File: config.mk
export PLATFORM = sky130hd
export DESIGN_NAME = biu_icu_fill_resp
export DESIGN_NICKNAME = d
export VERILOG_FILES = /design/src/rtl/biu_icu_fill_resp.sv
export SDC_FILE = /design/constraint.sdc
export NUM_CORES = 1
export LEC_CHECK = 0
export CORE_MARGIN = 10
export CORE_UTILIZATION = 35
export DETAILED_ROUTE_END_ITERATION = 12
export GPL_TIMING_DRIVEN = 1
export MAX_ROUTING_LAYER = met4
export PLACE_DENSITY = 0.59
export SYNTH_ARGS = -nofsm -noshare
export SYNTH_HDL_FRONTEND = slang
export SYNTH_SLANG_ARGS = --single-unit
File: constraint.sdc
create_clock -name clk -period 8 [get_ports clk]
set_input_delay 1.6 -clock clk [delete_from_list [all_inputs] [get_ports clk]]
set_output_delay 1.6 -clock clk [all_outputs]
set_load 0.01 [all_outputs]
File: src/rtl/biu_icu_fill_resp.sv
// biu_icu_fill_resp: icache line fill, four ascending 64-bit reads paced out to the icache
module biu_icu_fill_resp #(
  parameter int BEAT_GAP = 1
) (
  input  logic        clk,
  input  logic        reset,
  input  logic        icu_biu_req,
  input  logic [31:3] icu_biu_addr,
  output logic        biu_icu_ack,
  output logic        biu_icu_data_valid,
  output logic [63:0] biu_icu_data,
  output logic        biu_icu_data_last,
  output logic        mem_req,
  output logic [31:3] mem_addr,
  input  logic        mem_gnt,
  input  logic        mem_rvalid,
  input  logic [63:0] mem_rdata
);
  typedef enum logic [1:0] {IDLE, ACK, FILL} state_t;
  localparam int GW = $clog2(BEAT_GAP + 2);
  state_t        state, state_nxt;
  logic [31:5]   base;
  logic [2:0]    issue_cnt, wr_cnt, rd_cnt, out_cnt;
  logic [GW-1:0] gap;
  logic [63:0]   fifo [4];
  logic [63:0]   src;
  logic          active, rv, empty, emit, unused_ok;
  assign active      = state != IDLE;
  assign biu_icu_ack = state == ACK;
  assign mem_req     = active && !issue_cnt[2];
  assign mem_addr    = {base, issue_cnt[1:0]};
  assign rv          = active && mem_rvalid;
  assign empty       = wr_cnt == rd_cnt;
  // an empty buffer forwards the incoming beat straight to the output register
  assign emit        = active && gap == '0 && !out_cnt[2] && (!empty || rv);
  assign src         = empty ? mem_rdata : fifo[rd_cnt[1:0]];
  assign unused_ok   = ^icu_biu_addr[4:3];
  always_comb begin
    state_nxt = state == IDLE ? (icu_biu_req ? ACK : IDLE) :
                state == ACK  ? FILL : (biu_icu_data_last ? IDLE : FILL);
  end
  always_ff @(posedge clk) begin
    if (reset) begin
      state              <= IDLE;
      base               <= '0;
      issue_cnt          <= '0;
      wr_cnt             <= '0;
      rd_cnt             <= '0;
      out_cnt            <= '0;
      gap                <= '0;
      biu_icu_data_valid <= 1'b0;
      biu_icu_data_last  <= 1'b0;
      biu_icu_data       <= '0;
      for (int i = 0; i < 4; i++) fifo[i] <= '0;
    end else begin
      state <= state_nxt;
      if (state == IDLE && icu_biu_req) base <= icu_biu_addr[31:5];
      if (!active) begin
        issue_cnt <= '0;
        wr_cnt    <= '0;
        rd_cnt    <= '0;
        out_cnt   <= '0;
      end else begin
        if (mem_req && mem_gnt) issue_cnt <= issue_cnt + 3'd1;
        if (rv) begin
          fifo[wr_cnt[1:0]] <= mem_rdata;
          wr_cnt            <= wr_cnt + 3'd1;
        end
        if (emit) begin
          rd_cnt  <= rd_cnt + 3'd1;
          out_cnt <= out_cnt + 3'd1;
        end
      end
      gap                <= emit ? GW'(BEAT_GAP) : (gap != '0 ? gap - GW'(1) : gap);
      biu_icu_data_valid <= emit;
      biu_icu_data_last  <= emit && out_cnt == 3'd3;
      if (emit) biu_icu_data <= src;
    end
  end
endmodule

After elaboration in Yosys (flattened, before gate mapping):

Memories as Yosys holds them, arrays and structs flattened. A register that Yosys moved wholly into a read port is not among the register bits.
Index checks and enable logic that the tools add are counted.

* divide/modulo/power cells: 0
* $lt $le $gt $ge: 0
* bitwise logic cells: 1
* shift-type cells: 0
* add/sub/neg operators: 5
* multiplexer cells: 18
* eq/ne operators: 3
* reduce and logical (&&, ||, !) cells: 20
* multiply operators: 0

Operators by type and width (number)
* $mux W64: 2
* $reduce_or A64 Y1: 1
* $add A3 B1 Y3 const B: 4
* $mux W2: 6
* $mux W1: 10
* $logic_and A1 B1 Y1: 8
* $reduce_bool A2 Y1: 3
* $logic_not A2 Y1: 2
* $reduce_or A2 Y1: 2
* $eq A3 B2 Y1 const B: 1
* $eq A3 B3 Y1: 1
* $logic_not A1 Y1: 3
* $eq A2 B1 Y1 const B: 1
* $sub A2 B1 Y2 const B: 1
* $logic_or A1 B1 Y1: 1
* $not A1 Y1: 1

* register bits after elaboration: 109
* input port bits: 98
* memory bits (writable): 256
* memories: 1
* latch bits: 0
* memory bits (read-only): 0

Memories
* fifo: words 4, bits a word 64, read ports 1, clocked after memory_dff 1, write ports 4, RTL line 25 `logic [63:0] fifo [4];`

Logic depth before layout (Yosys ltp):

Gate-level depths: netlist (run 1).

* word-level depth: 8
* gate-level depth with buffers: 8
* depth with buffers taken out: 6

Worst setup path after synthesis (run 1):

Ideal clock, no wire load.

* path type: input to register
* start point: in reset
* end point: mem fifo[3][0] (enable)
* path slack: 3941 ps
* stages: 3
* arrival time: 3634 ps
* library setup time: 425 ps
* path buffers: 2
* required time: 7575 ps
* path through: clkbuf_1 -> clkbuf_1 -> a41o_1

RTL lines
* from (decl): RTL line 6 `input logic reset,`
* to (decl): RTL line 25

Worst setup path in the final report (run 1):

* start point: reg state[1]
* end point: out mem_req

* longest elaborated chain between the ends: 2

RTL lines
* from (decl): RTL line 21 `state_t state, state_nxt;`
* from (signal assigned): RTL line 56 `state <= state_nxt;`
* $reduce_bool A2 Y1: RTL line 28 `assign active = state != IDLE;`
* $logic_and A1 B1 Y1: RTL line 30 `assign mem_req = active && !issue_cnt[2];`
* to (decl): RTL line 13 `output logic mem_req,`

No other way between the ends.

==> key figures, run 1 <==
Global route
  – GR Util All Layers: 0.153
  – Largest net degree at the start of global routing: 73
  – Initial antenna violation count: 3
  – Global-route wire length before repair: 61.8 mm
  – Vias in the first global route: 10094
  – Grt total ovfl: 0

Timing
  – Setup violations, final: 0
  – Worst rel slew slack: 0.293
  – Final Max Tran Viols: 0
  – Setup TNS Final: 0 ns
  – Max Fclk: ~0.26 GHz
  – Min cycle time layout: 3.91 ns
  – Clock skew: 0.0152 ns
  – Worst slew pin tran: 1.06 ns
  – RSZ-0062 raised after global routing: no
  – Final period utilization: 0.489
  – Final Hold Fails: 0

Cells and area
  – Final core utilization: 0.440
  – # fillers: 4116
  – Nets: 1390
  – Post-route cell area: around 20000 µm²
  – Layout overhead on the synthesized area: 23.3%
  – Share of cells above drive strength 1: 0.138

Route
  – Drt first pass iters: 5
  – Post-route antenna net violation count: 0
  – DRC viols: 0
  – Drt via density: slightly below 5
  – Via count: ~9500
  – DR iter-0 viols: 478
  – Routed len/inst: between 20 and 25 µm
  – DRT Wirelength: 40.5 mm

CTS
  – Resize count post-CTS: 0
  – CTS max path bufs: 3
  – # Post-CTS Setup Buffers: 0
  – Clk sinks: 367
  – CTS Buf Count: 42
  – Post-CTS Hold Buffers: 0
  – Root Driver: clkbuf_16
  – Clock-pin slew on the worst setup and hold paths: 0.05 ns
  – H-tree depth: 2
  – CTS tree: yes
  – Clock latency on the worst-skew pair: 0.55 ns

Worst setup path
  – CP arrival: ~2.3 ns
  – Startpoint class of the critical path: register
  – Critical R2R Capture: fifo[1][57]
  – Worst r2r src: state[1]
  – Crit path to: mem_req
  – R2R cell count: 5
  – CP startpoint: state[1]
  – Crit Path Class: register to output pin
  – R2r setup slk: between 4 and 5 ns
  – Crit. End Element: output pin
  – CP Max Fanout: 12
  – Data required, critical path: about 6.4 ns

Synth
  – Synthesized area per cell: 14.1 µm²
  – Seq/Total Area, Yosys: 0.625
  – Ys Warns: 0
  – Synthesized area: roughly 16000 µm²
  – Synthesized net count: 1233
  – #FFs+latches synth: 367
  – Synth cell types: 34
  – Syn Inst Count: 1129

Floorplan
  – Initial core utilization: 0.356
  – Num rows: 77
  – DIE HEIGHT: approximately 230 µm
  – Core box area: 44500 µm²
  – Chip width: 233 µm
  – Die ar.: 54300 µm²
  – Total I/O pin count: around 200

Pwr
  – Worst VDD drop: 0.000146 V
  – Combinational power share: 0.146
  – Sw frac: 0.251
  – Pleak: 7.12 nW
  – PwrDens: 242 nW/µm²
  – Clock power frac: 0.387
  – Switching power total: 1.19 mW
  – Sequential Power Share: 0.468
  – Cell internal pwr: ~3.5 mW

Run
  – Maxcap violations: 0

Hold path
  – Path category of the worst min-delay check: register to register

Placed design
  – Port bufs: 192
  – Dpl cell area: 18200 µm²
  – Post-detail-place hpwl: 23.1 mm
  – Routability cong.: 0.708

Status
  – Status: finished clean
==> metrics by stage <==
step	cells	total power, mW	setup WS, ns	hold slack, ns
floorplan	1129	2.66	3.94	0.442
global placement	1834	2.95	3.62	0.427
detailed placement	1834	2.96	3.60	0.428
CTS	1911	4.81	4.03	0.439
global route	1914	4.94	3.90	0.474
finish	1916	4.74	4.09	0.436
==> cell usage in the layout, fill, tap and decap left out, types with 6 or more instances in the layout <==
master / n
buf_4: 13
edfxtp_1: 256
and2_1: 258
clkbuf_16: 45
dfxtp_1: 109
a21oi_1: 102
mux4_2: 64
clkdlybuf4s50_1: 191
ha_1: 6
nand2_1: 58
mux2i_1: 65
a211oi_1: 32
clkbuf_1: 15
nor2_1: 12
a211oi_2: 32
==> cell families (layout without fill, tap and decap cells) <==
family          Yosys count  after routing  synth area share
flops                   367            367             0.625
simple gates            350            350             0.127
buf+inv                  95            285            0.0286
compound gates          175            175            0.0798
fa+ha+maj                 6              6           0.00473
mux                     129            129             0.132
xor+xnor                  7              7           0.00386
other cells               0              5                 0
==> worst min-delay path by stage <==
stage / startpoint / to / cells past startpoint
detailed placement: biu_icu_data_last / state[1] / 1
finish: biu_icu_data_last / state[1] / 1
global route: base[8] / base[8] / 2
floorplan: state[1] / state[1] / 1
global placement: biu_icu_data_last / state[1] / 1
CTS: biu_icu_data_last / state[1] / 1
==> power by group through the flow <==
| stage | logic [mW] | registers, mW | clock network (mW) |
|---|---|---|---|
| floorplan | 0.385 | 2.27 | 0 |
| global placement | 0.700 | 2.25 | 0 |
| detailed placement | 0.705 | 2.26 | 0 |
| CTS | 0.709 | 2.22 | 1.89 |
| global route | 0.753 | 2.23 | 1.96 |
| finish | 0.691 | 2.22 | 1.83 |
==> area by class of cell <==
class / count / area, µm² / share of cell area
Inverter: 4 / 15.0 / 0.000767
Timing Repair Buffer: 204 / 2010 / 0.103
Clock inverter: 12 / 66.3 / 0.00339
Antenna cell: 5 / 12.5 / 0.000639
Clock buffer: 65 / 1250 / 0.0639
Multi-Input combinational cell: 667 / 5560 / 0.284
Tap cell: 592 / 741 / 0.0378
Sequential cell: 367 / 9920 / 0.507
==> per-layer routing <==
metal  vias up  track usage  wire length, µm
met5         -            -                0
met4         0       0.0469              807
met3        55       0.0318             2070
met2       191        0.257            20400
met1      4775        0.183            17100
li1       4460            -                -
==> flip-flops by register name, indices dropped and copies added (netlist names), named ones only <==
register,count
fifo,256
out_cnt,3
state,2
biu_icu_data,64
biu_icu_data_valid,1
biu_icu_data_last,1
wr_cnt,3
issue_cnt,3
rd_cnt,3
base,27
gap,2
==> synthesized netlist by cell type (all sizes together) <==
cell / n / area share
and2: 258 / 0.10
edfxtp: 256 / 0.48
dfxtp: 111 / 0.14
a21oi: 102 / 0.032
mux2i: 65 / 0.041
a211oi: 64 / 0.040
mux4: 64 / 0.091
clkbuf: 61 / 0.014
nand2: 58 / 0.014
buf: 30 / 0.013
nor2: 14 / 0.0035
ha: 6 / 0.0047
xor2: 5 / 0.0028
inv: 4 / 0.00095
o21ai: 4 / 0.0013
or2: 4 / 0.0016
nand3: 3 / 0.00095
nor3: 3 / 0.00095
or3: 3 / 0.0012
nand3b: 2 / 0.00095
nor2b: 2 / 0.00079
nor3b: 2 / 0.00095
xnor2: 2 / 0.0011
a2111oi: 1 / 0.0017
a31o: 1 / 0.00055
a41o: 1 / 0.00063
nand2b: 1 / 0.00039
o41a: 1 / 0.0013
o41ai: 1 / 0.0017
==> worst max-delay path: stages, from the launching register on <==
cell and delay, ns:
dfxtp_1 0.33, nor2_1 0.73, nor2_1 0.16, clkdlybuf4s50_1 0.53
(Power assumes the default switching activity.)
==> run 2, diff against run 1 <==
clock period = 4.1 ns   (was 8 ns; I/O delays follow)
==> run 2 against run 1 <==
  * Worst setup slack got worse by 2.6 ns
  * Via count increased by 0.68%
  * Clock-buffer cell count increased by 1
  * Global-route usage increased by 0.42 points
  * Non-clock buffer count increased by 10
  * Sequential share of layout area decreased by 0.45 points
  * Power increased by 96%
  * Combinational power increased by 100%
  * Clock power increased by 96%
  * Die area unchanged
  * Critical endpoint is now fifo[2][40]
==> key figures, run 2 (synthesis results as in run 1) <==
Status
  – Status: finished clean (unchanged)

Cells and area
  – Layout overhead on the synthesized area: 24.4% (was 23.3%)
  – Most common cell after layout, fill and taps aside: and2_1 (unchanged)
  – Commonest non-fill, non-tap cells in the layout: and2_1, edfxtp_1, clkdlybuf4s50_1 (unchanged)
  – Largest register FFs: 256 (unchanged)
  – Final core utilization: 0.444 (was 0.440)
  – Largest Register: fifo (unchanged)
  – Share of cells above drive strength 1: 0.149 (was 0.138)
  – Nets: 1400 (was 1390)
  – Top Registers: fifo x256, biu_icu_data x64, base x27 (unchanged)

Global route
  – Grt total ovfl: 0 (unchanged)
  – Vias in the first global route: 10118 (was 10094)
  – GR Util All Layers: 0.157 (was 0.153)
  – Global-route wire length before repair: 63.4 mm (was 61.8 mm)
  – Largest net degree at the start of global routing: 69 (was 73)
  – Initial antenna violation count: 1 (was 3)

Pwr
  – Switching power total: 2.33 mW (was 1.19 mW)
  – PwrDens: 471 nW/µm² (was 242 nW/µm²)
  – Pleak: 7.22 nW (was 7.12 nW)
  – Combinational power share: 0.150 (was 0.146)
  – Clock power frac: 0.386 (was 0.387)
  – Cell internal pwr: 6.96 mW (was 3.55 mW)
  – Sw frac: 0.251 (about the same)
  – Sequential Power Share: 0.465 (was 0.468)
  – Worst VDD drop: 0.000271 V (was 0.000146 V)

Hold path
  – Path category of the worst min-delay check: register to register (unchanged)
  – Min-delay src: biu_icu_data_last (unchanged)
  – Hold Path Stages: 1 (unchanged)
  – Worst hold path endpoint: state[1] (unchanged)

Route
  – Drt first pass iters: 4 (was 5)
  – Post-route antenna net violation count: 0 (unchanged)
  – DRT Wirelength: 41.4 mm (was 40.5 mm)
  – Routed len/inst: 21.5 µm (was 21.1 µm)
  – Via count: 9545 (was 9481)
  – Drt via density: 4.97 (was 4.95)
  – DRC viols: 0 (unchanged)
  – DR iter-0 viols: 508 (was 478)

Worst setup path
  – CP Max Fanout: 64 (was 12)
  – Data required, critical path: 4.51 ns (was 6.40 ns)
  – R2r setup slk: 1.45 ns (was 4.70 ns)
  – R2R cell count: 5 (unchanged)
  – CP arrival: 3.06 ns (was 2.31 ns)
  – Worst r2r src: state[1] (unchanged)
  – Crit. End Element: register (was output pin)
  – Critical R2R Capture: fifo[2][40] (was fifo[1][57])
  – Startpoint class of the critical path: register (unchanged)
  – Crit Path Class: register to register (was register to output pin)

CTS
  – Post-CTS Hold Buffers: 0 (unchanged)
  – CTS tree: yes (unchanged)
  – CTS Buf Count: 42 (unchanged)
  – CTS max path bufs: 3 (unchanged)
  – Clock latency on the worst-skew pair: 0.55 ns (about the same)
  – H-tree depth: 2 (unchanged)
  – Root Driver: clkbuf_16 (unchanged)
  – Clk sinks: 367 (unchanged)
  – Clock-pin slew on the worst setup and hold paths: 0.05 ns (about the same)
  – Resize count post-CTS: 0 (unchanged)
  – # Post-CTS Setup Buffers: 0 (unchanged)

Floorplan
  – Core box area: 44500 µm² (unchanged)
  – Chip width: 233 µm (unchanged)
  – DIE HEIGHT: 233 µm (unchanged)
  – Num rows: 77 (unchanged)
  – Initial core utilization: 0.356 (unchanged)
  – Die ar.: 54300 µm² (unchanged)
  – Total I/O pin count: 195 (unchanged)

Placed design
  – Post-detail-place hpwl: 23.6 mm (was 23.1 mm)
  – Pre-CTS worst setup slack: 0.917 ns (was 3.60 ns)
  – Port bufs: 192 (unchanged)
  – Routability cong.: 0.710 (was 0.708)

Timing
  – Min cycle time layout: between 2 and 3 ns
  – Worst rel slew slack: 0.266 (was 0.293)
  – Max Fclk: 0.377 GHz
  – Final period utilization: 0.646
  – Final Hold Fails: 0 (unchanged)
  – RSZ-0062 raised after global routing: no (unchanged)
  – Hold_ws: 0.436 ns (about the same)
  – Setup TNS Final: 0 ns (unchanged)
  – Setup violations, final: 0 (unchanged)
  – Clock skew: 0.0206 ns (was 0.0152 ns)
  – Setup ws final: 1.45 ns (was 4.09 ns)
  – Final Max Tran Viols: 0 (unchanged)
  – Worst slew pin tran: 1.10 ns (was 1.06 ns)

Run
  – Maxcap violations: 0 (unchanged)
run 2: through the flow:
| stage | power (mW) | instances | instance area [µm²] |
|---|---|---|---|
| after CTS | 9.44 | 1921 | 19700 |
| after floorplan | 5.19 | 1129 | 15900 |
| after global placement | 5.80 | 1844 | 18400 |
| after detailed placement | 5.82 | 1844 | 18400 |
| final | 9.30 | 1922 | 19700 |
| after global routing | 9.72 | 1922 | 19700 |
run 2: power by group through the flow:
| stage | Sequential [mW] | Clock [mW] | Combinational (mW) |
|---|---|---|---|
| after detailed placement | 4.40 | 0 | 1.42 |
| final | 4.32 | 3.58 | 1.39 |
| after global routing | 4.35 | 3.85 | 1.52 |
| after CTS | 4.32 | 3.69 | 1.42 |
| after floorplan | 4.43 | 0 | 0.752 |
| after global placement | 4.39 | 0 | 1.41 |
run 2: area by class of cell:
type	count	area, µm²
antenna	1	2.50
clock buffer	66	1270
clock inverter	11	57.6
fill	4144	24800
inverter	4	15.0
multi-input combinational	667	5560
sequential	367	9920
tap	592	741
timing repair buffer	214	2180
run 2: how the worst max path moves through the flow:
stage / from / endpoint / slack [ns] / cells past startpoint
floorplan: reset / fifo[3][0] / 0.82 / 3
global placement: mem_rvalid / fifo[2][9] / 0.96 / 5
detailed placement: mem_rvalid / fifo[2][30] / 0.92 / 5
CTS: state[1] / fifo[2][28] / 1.44 / 5
global route: state[1] / fifo[2][35] / 1.22 / 5
finish: state[1] / fifo[2][40] / 1.45 / 5
run 2: worst max-delay path, stage by stage, from the launching register on:
cell,delay [ns]
dfxtp_1,0.37
or2_4,0.59
nand3b_1,0.30
nor3b_2,0.28
buf_4,0.67
and2_1,0.22
run 2: per-layer routing:
metal	GRT usage	wire length, µm	part of all wire
met1	0.192	17900	0.43
met2	0.262	20700	0.50
met3	0.0377	2360	0.057
met4	0.0306	448	0.011
met5	-	0	0
==> run 3, diff against run 2 <==
PLACE_DENSITY = 0.61   (was 0.59)
clock period = 2.23 ns   (was 4.1 ns; I/O delays follow)
==> run 3 against run 2 <==
  * Clock skew down 0.0073 ns
  * Cell area up 2.5%
  * Register-to-register slack worse by 1.3 ns
  * Combinational power up 100%
  * Non-clock buffer count up 34
  * First-iteration DRC count up 5.9%
==> key figures, run 3 (synthesis results as in run 1) <==
Status
  – Status: finished clean (unchanged)

Timing
  – Final period utilization: 0.934 (was 0.646)
  – Final Max Tran Viols: 0 (unchanged)
  – Final Hold Fails: 0 (unchanged)
  – Setup violations, final: 0 (unchanged)
  – Clock skew: 0.0134 ns (was 0.0206 ns)
  – Worst slew pin tran: 0.604 ns (was 1.10 ns)
  – Min cycle time layout: 2.08 ns (was 2.65 ns)
  – RSZ-0062 raised after global routing: no (unchanged)
  – Setup ws final: 0.148 ns (was 1.45 ns)
  – Max Fclk: 0.480 GHz (was 0.377 GHz)
  – Worst rel slew slack: 0.597 (was 0.266)

Floorplan
  – Chip width: 233 µm (unchanged)
  – Total I/O pin count: 195 (unchanged)
  – Num rows: 77 (unchanged)
  – Initial core utilization: 0.356 (unchanged)
  – DIE HEIGHT: 233 µm (unchanged)
  – Core box area: 44500 µm² (unchanged)
  – Die ar.: 54300 µm² (unchanged)

Route
  – Uppermost layer routed: met4 (unchanged)
  – Via count: 9810 (was 9545)
  – Metal-1 WL: 18.4 mm (was 17.9 mm)
  – DRT Wirelength: 41.4 mm (about the same)
  – Drt via density: 5.01 (was 4.97)
  – Met3 wire length: 2.70 mm (was 2.36 mm)
  – Drt first pass iters: 4 (unchanged)
  – DR iter-0 viols: 538 (was 508)
  – DRC viols: 0 (unchanged)
  – Routed len/inst: 21.1 µm (was 21.5 µm)
  – Length of routed met2 wiring: 19.5 mm (was 20.7 mm)
  – Post-route antenna net violation count: 0 (unchanged)

Pwr
  – Switching power total: 4.37 mW (was 2.33 mW)
  – Power, Total: 17.3 mW (was 9.30 mW)
  – Sequential Power Share: 0.458 (was 0.465)
  – Pleak: 7.46 nW (was 7.22 nW)
  – Cell internal pwr: 13.0 mW (was 6.96 mW)
  – Clock power frac: 0.379 (was 0.386)
  – Worst VDD drop: 0.000524 V (was 0.000271 V)
  – Combinational power share: 0.163 (was 0.150)
  – PwrDens: 856 nW/µm² (was 471 nW/µm²)
  – Sw frac: 0.252 (was 0.251)

Cells and area
  – Share of cells above drive strength 1: 0.168 (was 0.149)
  – Top Registers: fifo x256, biu_icu_data x64, base x27 (unchanged)
  – # fillers: 4023 (was 4144)
  – Final Instance Count excl. Fillers: 1959 (was 1922)
  – Nets: 1433 (was 1400)
  – Layout overhead on the synthesized area: 27.5% (was 24.4%)
  – Most common cell after layout, fill and taps aside: and2_1 (unchanged)
  – Area of the multi-input gates: 5560 µm² (unchanged)
  – FF+latch area: 9920 µm² (unchanged)
  – Largest Register: fifo (unchanged)
  – Final core utilization: 0.455 (was 0.444)
  – Commonest non-fill, non-tap cells in the layout: and2_1, edfxtp_1, clkdlybuf4s50_1 (unchanged)
  – Largest register FFs: 256 (unchanged)

CTS
  – Clock latency on the worst-skew pair: 0.55 ns (about the same)
  – Clk sinks: 367 (unchanged)
  – CTS max path bufs: 3 (unchanged)
  – H-tree depth: 2 (unchanged)
  – CTS Buf Count: 41 (was 42)
  – Clock-pin slew on the worst setup and hold paths: 0.06 ns (was 0.05 ns)
  – Post-CTS Hold Buffers: 0 (unchanged)
  – Root Driver: clkbuf_16 (unchanged)
  – CTS tree: yes (unchanged)

Worst setup path
  – Worst path max stage delay: 0.51 ns (was 0.67 ns)
  – CP Cell Sequence: xor2_1, nor3_2, buf_12, buf_12, mux2i_1, a211oi_1 (was or2_4, nand3b_1, nor3b_2, buf_4, and2_1)
  – Crit Path Class: register to register (unchanged)
  – Most used cell along the critical path: buf_12
  – Crit path max-delay family: buffers and inverters (was simple AND/OR/NAND/NOR gates)
  – CP max stage cell: dfxtp_1 (was buf_4)
  – CP arrival: 2.50 ns (was 3.06 ns)
  – CP Max Fanout: 38 (was 64)
  – Crit. End Element: register (unchanged)
  – Data required, critical path: 2.64 ns (was 4.51 ns)
  – Startpoint class of the critical path: register (unchanged)
  – Worst path bufs/invs: 2 (was 1)

Hold path
  – Path category of the worst min-delay check: register to register (unchanged)

Global route
  – Vias in the first global route: 10362 (was 10118)
  – Initial antenna violation count: 5 (was 1)
  – Largest net degree at the start of global routing: 61 (was 69)
  – Global-route wire length before repair: 63.6 mm (was 63.4 mm)
  – GR Util All Layers: 0.156 (was 0.157)
  – Grt total ovfl: 0 (unchanged)

Placed design
  – Port bufs: 192 (unchanged)
  – Post-detail-place hpwl: 26.4 mm (was 23.6 mm)
  – Post-Place Cells: 1878 (was 1844)
  – Routability cong.: 0.753 (was 0.710)
  – Pre-CTS worst setup slack: -0.101 ns (was 0.917 ns)

Run
  – Maxcap violations: 0 (unchanged)
-- run 3: cell types whose count changed in the layout (fill, tap and decap cells not counted), sizes merged --
cell	change
dlygate4sd2	+1
buf	+34
clkinvlp	-1
clkbuf	-7
inv	+1
clkinv	+3
clkdlybuf4s50	-1
diode	+5
bufinv	+2
-- run 3: power groups by stage --
stage	Combinational [mW]	Clock [mW]	Sequential (mW)
global placement	2.83	0	8.06
global route	3.05	7.02	7.99
detailed placement	2.85	0	8.08
floorplan	1.39	0	8.15
finish	2.82	6.57	7.94
CTS	2.86	6.76	7.94
-- run 3: worst paths after layout --
| kind | depth (start not counted) | startpoint | slack, ns | endpoint |
|---|---|---|---|---|
| hold / removal | 1 | biu_icu_data_last | 0.44 | state[1] |
| setup / recovery | 6 | wr_cnt[1] | 0.15 | biu_icu_data[26] |
| setup reg to reg | 6 | wr_cnt[1] | 0.15 | biu_icu_data[26] |
| hold reg to reg | 1 | biu_icu_data_last | 0.44 | state[1] |
-- run 3: through the flow --
stage | TNS (ns) | hold slack [ns] | area [µm²]
final | 0 | 0.438 | 20200
after global routing | 0 | 0.440 | 20200
after CTS | 0 | 0.409 | 20200
after detailed placement | -4.90 | 0.430 | 18900
after global placement | -0.997 | 0.423 | 18900
after floorplan | -1.14 | 0.442 | 15900
-- run 3: timing repair --
| item | 4_1_cts | 5_1_grt |
|---|---|---|
| endpoints found under the hold margin | 0 | 0 |
| buffers inserted | 0 | 0 |
| resized for setup | 1 | 0 |
| endpoints found under the setup margin | 1 | 0 |
-- run 3: layout make-up --
type | count | area share
Sequential cell | 367 | 0.490
Clock inverter | 16 | 0.00674
Tap cell | 592 | 0.0366
Timing Repair Buffer | 248 | 0.133
Inverter | 4 | 0.000742
Clock buffer | 59 | 0.0575
Antenna cell | 6 | 0.000742
Multi-Input combinational cell | 667 | 0.275
-- run 3: routing by layer --
layer,global-route usage,vias up
met4,0.0446,0
met1,0.200,4913
li1,-,4557
met5,-,-
met2,0.245,281
met3,0.0346,59
